--- config.mk ---
export PLATFORM = sky130hd
export DESIGN_NAME = writeback_arbiter
export DESIGN_NICKNAME = d
export VERILOG_FILES = /design/src/rtl/mips_pkg.sv /design/src/rtl/wb_fifo.sv /design/src/rtl/writeback_arbiter.sv
export SDC_FILE = /design/constraint.sdc
export NUM_CORES = 1
export LEC_CHECK = 0
export ABC_AREA = 1
export CORE_MARGIN = 2
export CORE_UTILIZATION = 30
export DETAILED_ROUTE_END_ITERATION = 10
export PLACE_DENSITY = 0.54
export SETUP_SLACK_MARGIN = 0.02
export SYNTH_ARGS = -nofsm -noshare
export SYNTH_HDL_FRONTEND = slang
export SYNTH_SLANG_ARGS = --single-unit
--- constraint.sdc ---
create_clock -name clk -period 8.57 [get_ports clk]
set_input_delay 1.2855 -clock clk [delete_from_list [all_inputs] [get_ports clk]]
set_output_delay 1.2855 -clock clk [all_outputs]
set_load 0.05 [all_outputs]
--- src/rtl/mips_pkg.sv ---
// Shared widths, constants and write-back select encoding for the MIPS datapath.
package mips_pkg;

    localparam int REG_ADDR_W = 6;
    localparam int DATA_W     = 32;

    localparam logic [REG_ADDR_W-1:0] ZERO_REG = 6'd0;

    typedef enum logic [1:0] {
        WB_IDLE  = 2'd0,
        WB_INT   = 2'd1,
        WB_FP    = 2'd2,
        WB_FORCE = 2'd3
    } wb_sel_t;

endpackage

--- src/rtl/wb_fifo.sv ---
// Synchronous FIFO for FP write-back results.
// Per-entry reg/valid vectors are exposed so that decode can check for RAW hazards.
module wb_fifo
    import mips_pkg::*;
#(
    parameter int DEPTH = 4
) (
    input  logic                               clk,
    input  logic                               rst,
    input  logic                               push_i,
    input  logic [REG_ADDR_W-1:0]              push_reg_i,
    input  logic [DATA_W-1:0]                  push_data_i,
    input  logic                               pop_i,
    output logic [REG_ADDR_W-1:0]              head_reg_o,
    output logic [DATA_W-1:0]                  head_data_o,
    output logic [$clog2(DEPTH):0]             count_o,
    output logic                               empty_o,
    output logic                               full_o,
    output logic [DEPTH-1:0]                   entry_vld_o,
    output logic [DEPTH-1:0][REG_ADDR_W-1:0]   entry_reg_o
);

    localparam int PTR_W = $clog2(DEPTH);
    localparam int CNT_W = PTR_W + 1;

    logic [PTR_W-1:0]                 wr_ptr_q, wr_ptr_d;
    logic [PTR_W-1:0]                 rd_ptr_q, rd_ptr_d;
    logic [CNT_W-1:0]                 count_q, count_d;
    logic [DEPTH-1:0]                 vld_q, vld_d;
    logic [DEPTH-1:0][REG_ADDR_W-1:0] reg_q;
    logic [DEPTH-1:0][DATA_W-1:0]     data_q;
    logic                             do_push, do_pop;

    assign empty_o = (count_q == '0);
    assign full_o  = (count_q == CNT_W'(DEPTH));
    assign do_push = push_i && !full_o;
    assign do_pop  = pop_i && !empty_o;

    always_comb begin
        wr_ptr_d = wr_ptr_q;
        rd_ptr_d = rd_ptr_q;
        count_d  = count_q;
        vld_d    = vld_q;
        // Pop is applied before push so a same-cycle pair leaves occupancy unchanged.
        if (do_pop) begin
            vld_d[rd_ptr_q] = 1'b0;
            rd_ptr_d        = rd_ptr_q + PTR_W'(1);
        end
        if (do_push) begin
            vld_d[wr_ptr_q] = 1'b1;
            wr_ptr_d        = wr_ptr_q + PTR_W'(1);
        end
        case ({do_push, do_pop})
            2'b10:   count_d = count_q + CNT_W'(1);
            2'b01:   count_d = count_q - CNT_W'(1);
            default: count_d = count_q;
        endcase
    end

    always_ff @(posedge clk or posedge rst) begin
        if (rst) begin
            wr_ptr_q <= '0;
            rd_ptr_q <= '0;
            count_q  <= '0;
            vld_q    <= '0;
            reg_q    <= '0;
            data_q   <= '0;
        end else begin
            wr_ptr_q <= wr_ptr_d;
            rd_ptr_q <= rd_ptr_d;
            count_q  <= count_d;
            vld_q    <= vld_d;
            if (do_push) begin
                reg_q[wr_ptr_q]  <= push_reg_i;
                data_q[wr_ptr_q] <= push_data_i;
            end
        end
    end

    assign head_reg_o  = reg_q[rd_ptr_q];
    assign head_data_o = data_q[rd_ptr_q];
    assign count_o     = count_q;
    assign entry_vld_o = vld_q;
    assign entry_reg_o = reg_q;

endmodule

--- src/rtl/writeback_arbiter.sv ---
// Merges integer and buffered FP results onto the single register-file write port.
// Integer has priority, except that a starvation guard periodically forces an FP drain.
module writeback_arbiter
    import mips_pkg::*;
#(
    parameter int DEPTH        = 4,
    parameter int STARVE_LIMIT = 8
) (
    input  logic                    clk,
    input  logic                    rst,
    input  logic                    intValid,
    input  logic [REG_ADDR_W-1:0]   intReg,
    input  logic [DATA_W-1:0]       intData,
    input  logic                    intFloat,
    output logic                    intStall,
    input  logic                    fpValid,
    output logic                    fpReady,
    input  logic [REG_ADDR_W-1:0]   fpReg,
    input  logic [DATA_W-1:0]       fpData,
    output logic [REG_ADDR_W-1:0]   writeReg,
    output logic [DATA_W-1:0]       writeData,
    output logic                    regWrite,
    output logic                    float,
    input  logic [REG_ADDR_W-1:0]   lookupReg1,
    input  logic [REG_ADDR_W-1:0]   lookupReg2,
    output logic                    pendingHit1,
    output logic                    pendingHit2,
    output logic [$clog2(DEPTH):0]  count
);

    localparam int STV_W = $clog2(STARVE_LIMIT + 1);

    wb_sel_t                          sel;
    logic                             push, pop;
    logic                             fifo_empty, fifo_full;
    logic [REG_ADDR_W-1:0]            head_reg;
    logic [DATA_W-1:0]                head_data;
    logic [DEPTH-1:0]                 entry_vld;
    logic [DEPTH-1:0][REG_ADDR_W-1:0] entry_reg;

    logic [STV_W-1:0]      starve_q, starve_d;
    logic                  stall_q, stall_d;
    logic [REG_ADDR_W-1:0] wreg_q, wreg_d;
    logic [DATA_W-1:0]     wdata_q, wdata_d;
    logic                  wen_q, wen_d;
    logic                  wfloat_q, wfloat_d;

    assign fpReady = !rst && !fifo_full;
    assign push    = fpValid && fpReady;
    assign pop     = (sel == WB_FP) || (sel == WB_FORCE);

    wb_fifo #(.DEPTH(DEPTH)) u_fifo (
        .clk         (clk),
        .rst         (rst),
        .push_i      (push),
        .push_reg_i  (fpReg),
        .push_data_i (fpData),
        .pop_i       (pop),
        .head_reg_o  (head_reg),
        .head_data_o (head_data),
        .count_o     (count),
        .empty_o     (fifo_empty),
        .full_o      (fifo_full),
        .entry_vld_o (entry_vld),
        .entry_reg_o (entry_reg)
    );

    always_comb begin
        sel = WB_IDLE;
        if (stall_q) begin
            // The integer source is holding its result this cycle; it is ignored here.
            sel = fifo_empty ? WB_IDLE : WB_FORCE;
        end else if (intValid) begin
            sel = WB_INT;
        end else if (!fifo_empty) begin
            sel = WB_FP;
        end
    end

    always_comb begin
        starve_d = starve_q;
        stall_d  = 1'b0;
        if (pop || fifo_empty) begin
            starve_d = '0;
        end else if (sel == WB_INT) begin
            if (starve_q == STV_W'(STARVE_LIMIT - 1)) begin
                starve_d = '0;
                stall_d  = 1'b1;
            end else begin
                starve_d = starve_q + STV_W'(1);
            end
        end
    end

    always_comb begin
        wreg_d   = '0;
        wdata_d  = '0;
        wen_d    = 1'b0;
        wfloat_d = 1'b0;
        case (sel)
            WB_INT: begin
                wreg_d   = intReg;
                wdata_d  = intData;
                wfloat_d = intFloat;
                wen_d    = !((intReg == ZERO_REG) && !intFloat);
            end
            WB_FP, WB_FORCE: begin
                wreg_d   = head_reg;
                wdata_d  = head_data;
                wfloat_d = 1'b1;
                wen_d    = 1'b1;
            end
            default: ;
        endcase
    end

    always_ff @(posedge clk or posedge rst) begin
        if (rst) begin
            starve_q <= '0;
            stall_q  <= 1'b0;
            wreg_q   <= '0;
            wdata_q  <= '0;
            wen_q    <= 1'b0;
            wfloat_q <= 1'b0;
        end else begin
            starve_q <= starve_d;
            stall_q  <= stall_d;
            wreg_q   <= wreg_d;
            wdata_q  <= wdata_d;
            wen_q    <= wen_d;
            wfloat_q <= wfloat_d;
        end
    end

    // A head entry being popped is still valid this cycle, so it keeps reporting a hit.
    always_comb begin
        pendingHit1 = 1'b0;
        pendingHit2 = 1'b0;
        for (int i = 0; i < DEPTH; i++) begin
            if (entry_vld[i] && (entry_reg[i] == lookupReg1)) pendingHit1 = 1'b1;
            if (entry_vld[i] && (entry_reg[i] == lookupReg2)) pendingHit2 = 1'b1;
        end
    end

    assign intStall  = stall_q;
    assign writeReg  = wreg_q;
    assign writeData = wdata_q;
    assign regWrite  = wen_q;
    assign float     = wfloat_q;

endmodule

### After elaboration in Yosys (flattened, before gate mapping)

Cells that the tools add are included.

| storage, ports and cells | value |
|---|---|
| register bits after elaboration | 208 |
| logic and storage cells | 111 |

| cells by class | value |
|---|---|
| $add $sub $neg | 5 |
| order comparisons | 4 |
| equality and inequality tests | 15 |
| muxes and demuxes | 39 |
| bitwise operators | 3 |
| reductions and logical operators | 27 |

Operators with widths:

| operator | number |
|---|---|
| $bwmux W128 | 1 |
| $bmux W32 S2 | 1 |
| $demux W32 S2 | 1 |
| $mux W32 | 2 |
| $pmux W32 S2 | 1 |
| $eq A6 B6 Y1 | 8 |
| $bwmux W24 | 1 |
| $mux W4 | 5 |
| $logic_and A1 B1 Y1 | 15 |
| $mux W1 | 13 |
| $bmux W6 S2 | 1 |
| $demux W6 S2 | 1 |
| $mux W6 | 2 |
| $pmux W6 S2 | 1 |
| $mux W2 | 4 |
| $eq A2 B2 Y1 const B | 3 |
| $logic_not A6 Y1 | 1 |
| $lt A2 B3 Y1 const B | 2 |
| $pmux W3 S2 | 1 |
| $logic_not A1 Y1 | 5 |
| $add A2 B1 Y2 const B | 2 |
| $add A4 B1 Y4 const B | 1 |
| $and A4 B4 Y4 | 1 |
| $demux W1 S2 | 2 |
| other kinds (13) | 18 |

### Depth between registers and ports, before layout

| depth | value |
|---|---|
| depth in word-level cells | 10 |
| mapped depth | 11 |
| depth with buffers taken out | 9 |

### By module

Synthesis repeated with hierarchy kept, for this count alone.

| second synthesis, totals | value |
|---|---|
| cells, all modules | 1350 |
| area, all modules | 10695.3 µm² |

By module, submodules not included:

| module | instances | cells each | area each (µm²) |
|---|---|---|---|
| wb_fifo | 1 | 1005 | 8170.3 |
| writeback_arbiter | 1 | 345 | 2524.9 |

### Least setup slack after synthesis

Ideal clock, no wire load.

| timing | value |
|---|---|
| path kind | input to output |
| start | in lookupReg1[3] |
| end | out pendingHit1 |
| arrival time | 2.068 ns |
| required time | 7.285 ns |
| slack | 5.216 ns |
| cell stages on the path | 7 |
| path buffers | 0 |
| cell sequence | inv_1 -> nor2_1 -> a21oi_1 -> nand2_1 -> nor2_1 -> nor2_1 -> nand2_1 |

| between the ends | value |
|---|---|
| longest elaborated chain between the ends | 6 |

Ends and longest elaborated chain:

| element | line | RTL |
|---|---|---|
| from (decl) | writeback_arbiter.sv:24 | `input logic [REG_ADDR_W-1:0] lookupReg1,` |
| $eq A6 B6 Y1 | writeback_arbiter.sv:140 | `if (entry_vld[i] && (entry_reg[i] == lookupReg1)) pendingHit1 = 1'b1;` |
| $logic_and A1 B1 Y1 | writeback_arbiter.sv:140 |  |
| $mux W1 (3 in series) | writeback_arbiter.sv:140 |  |
| $mux W1 (*) | writeback_arbiter.sv:140 |  |
| to (decl) | writeback_arbiter.sv:26 | `output logic pendingHit1,` |

Mark *: on every way between the ends. The rest lies on a longest branch, timed or not.

### Worst setup path in the final report

| timing | value |
|---|---|
| start | in lookupReg1[2] |
| end | out pendingHit1 |

Same word-level chain as after synthesis.

==> out/qor.csv <==
metric;value;unit
Final GP Congestion;0.883;
Area Overhead vs Synth;25.6;%
crit path kind;primary input to primary output;
Syn Inst Count;1231;
Die Ht;185;microns
setup bufs post-CTS;0;
skew final;0.0101;ns
io pins;140;
Reg clk slew, reported paths;0.06;ns
vias in the first global route;7778;
combinational share of power;0.384;
area occupied by registers;5210;sq um
Critical Path RT;7.28;ns
dpl hpwl;15.7;mm
CTS Buffer Depth;3;
relative slew slack;0.279;
NetSw;1.86;mW
P_int;2.72;mW
IO Port Bufs;139;
RSZ-0062 raised after global routing;no;
clk sink count;208;
share of layout cells above drive strength 1;0.0428;
largest net degree at the start of global routing;139;
CTS Buf Count;25;
area share of the largest cell type after synthesis;0.532;
dominant cell type by area after synthesis;dfrtp_1;
average size of a mapped cell;7.94;sq um
flops & latches, synth;208;
Hold Buf Count CTS;0;
reg2reg start;u_fifo.rd_ptr_q[1];
Hold Path Depth;1;
setup violators final;0;
Max-Cap Viols;0;
core area;32300;sq um
Via Count;8156;
Die Wd;185;microns
CTS tree;done;
footprint of the multi-input gates;3890;sq um
drt wl/cell;15.0;microns
Worst Hold Class;flop to flop;
Unique masters post-synth;25;
fin util;0.380;
Pins Over Slew Limit;0;
R2R Setup Slk;5.89;ns
Inserted Diodes;0;
Final period util;0.536;
Switching Share;0.406;
TritonRoute pass-1 iters;5;
Post-synth EDFFs;0;
crit path from;lookupReg1[2];
Fmax;0.218;GHz
highest-delay cell along the critical path;clkdlybuf4s50_1;
final hold violation count;0;
worst path cell trace;clkdlybuf4s50_1, inv_1, nand2_1, nand2_1, nor2_1, nand2_1, nor2_1, nor2_1, nand2_1, clkdlybuf4s50_1;
fillers;3351;
CTS H-tree lvls;1;
Critical Path Max Stage Delay;0.81;ns
CTS resizes;0;
Remaining DRCs;0;
total wire length;27.0;mm
asr flop ratio synth;1.00;
final hold slack;0.461;ns
nets@finish;1441;
CP endpoint kind;primary output;
Worst Path Arrival;3.31;ns
Post-DRT Antenna Nets;0;
Final min period;4.59;ns
sequential area share after synthesis;0.532;
Reg power frac;0.376;
Synth top cells by count;nand2_1, dfrtp_1, o21ai_1;
worst hold start;starve_q[0];
top post-synthesis cells by area;dfrtp_1, nand2_1, o21ai_1;
Syn. warnings;0;
Initial Utilization;0.303;
prevailing post-synth register cell;dfrtp_1;
vias per inst;4.54;
pwr/cell area;372;nW/um^2
GR Util All Layers;0.161;
CP dominant cell by count;nand2_1;
outcome;complete, no violations;
Leak;5.91;nW
Startpoint Class;primary input;
global-route wire length before repair;43.3;mm
CTS root buf;clkbuf_16;
placed cell count;1752;
clk_lat worst skew;0.52;ns
count leader, synth;nand2_1;
Core Rows;66;
part of the power in the clock network;0.240;
Post-Layout Cell Count;1796;
measured slew at the worst slew-check pin;1.08;ns
setup TNS;0;ns
initial antenna violation count;1;
die area;34000;sq um
crit-path max FO;6;
Cell Area, Synth;9780;sq um
Mapped Nets;1335;
GR Overflow Total;0;
Peak VDD IR;162;uV
First DRT Iteration DRCs;515;
R2R cell count;5;
-- power groups by stage --
stage	logic (mW)	clock network (mW)	registers, mW
after CTS	1.78	1.13	1.72
final	1.76	1.10	1.72
after floorplan	1.03	0	1.91
after global placement	1.76	0	1.72
after detailed placement	1.78	0	1.73
after global routing	1.99	1.17	1.78
-- registers in the layout (all words and copies together) (netlist names) --
signal and flops:
float 1, u_fifo.rd_ptr_q 2, u_fifo.wr_ptr_q 2, regWrite 1
intStall 1, u_fifo.entry_reg_o 24, starve_q 4, u_fifo.count_o 3
writeReg 6, writeData 32, u_fifo.data_q 128, u_fifo.entry_vld_o 4
-- final timing paths --
path | endpoint
worst max-delay path | pendingHit1
worst min-delay path | starve_q[0]
worst max register to register | writeReg[4]
worst min register to register | starve_q[0]
max in group asynchronous | u_fifo.data_q[105]
min in group asynchronous | u_fifo.count_o[2]
-- kinds of logic (layout without fill, tap and decap cells) --
kind of cell	after synthesis	in the layout	share of synthesized area
simple gates	653	653	0.269
flops	208	208	0.532
compound gates	196	196	0.102
buf+inv	155	278	0.0746
fa+ha+maj	11	11	0.0148
xor+xnor	8	8	0.00717
-- through the flow --
stage | instance area (sq um) | setup WS (ns) | power (mW)
finish | 12300 | 3.98 | 4.57
global route | 12300 | 3.83 | 4.94
floorplan | 9780 | 1.60 | 2.94
global placement | 11400 | 3.98 | 3.48
CTS | 12300 | 3.97 | 4.63
detailed placement | 11400 | 3.98 | 3.50
-- critical path, delay by kind of cell --
family	cells	cell delay, ns
AND/OR/NAND/NOR	7	0.54
buffers and inverters	3	1.48
-- cell usage in the layout, fill, tap and decap left out, types with 4 or more instances in the layout --
master and count:
inv_1 86, nand3_1 112, o21ai_0 50, clkbuf_16 25, nor2_1 40, dfrtp_1 206
ha_1 10, xnor2_1 5, o21ai_1 120, clkdlybuf4s50_1 139, nand3_4 4, clkbuf_1 5
a21oi_1 23, nand2_1 491, clkbuf_8 7, buf_4 5
-- per-layer routing --
metal	routed length, microns	part of all wire	GRT usage	up-vias
li1	-	-	-	4124
met1	13100	0.48	0.228	3835
met2	12300	0.46	0.261	167
met3	1070	0.040	0.0204	30
met4	506	0.019	0.0397	0
met5	0	0	0	-
-- cell type report --
type	count	area share
sequential	208	0.424
multi-input combinational	868	0.316
timing repair buffer	144	0.116
clock buffer	37	0.0603
tap	442	0.0450
inverter	90	0.0281
clock inverter	7	0.00958
Power figures use the tool's default switching activity.
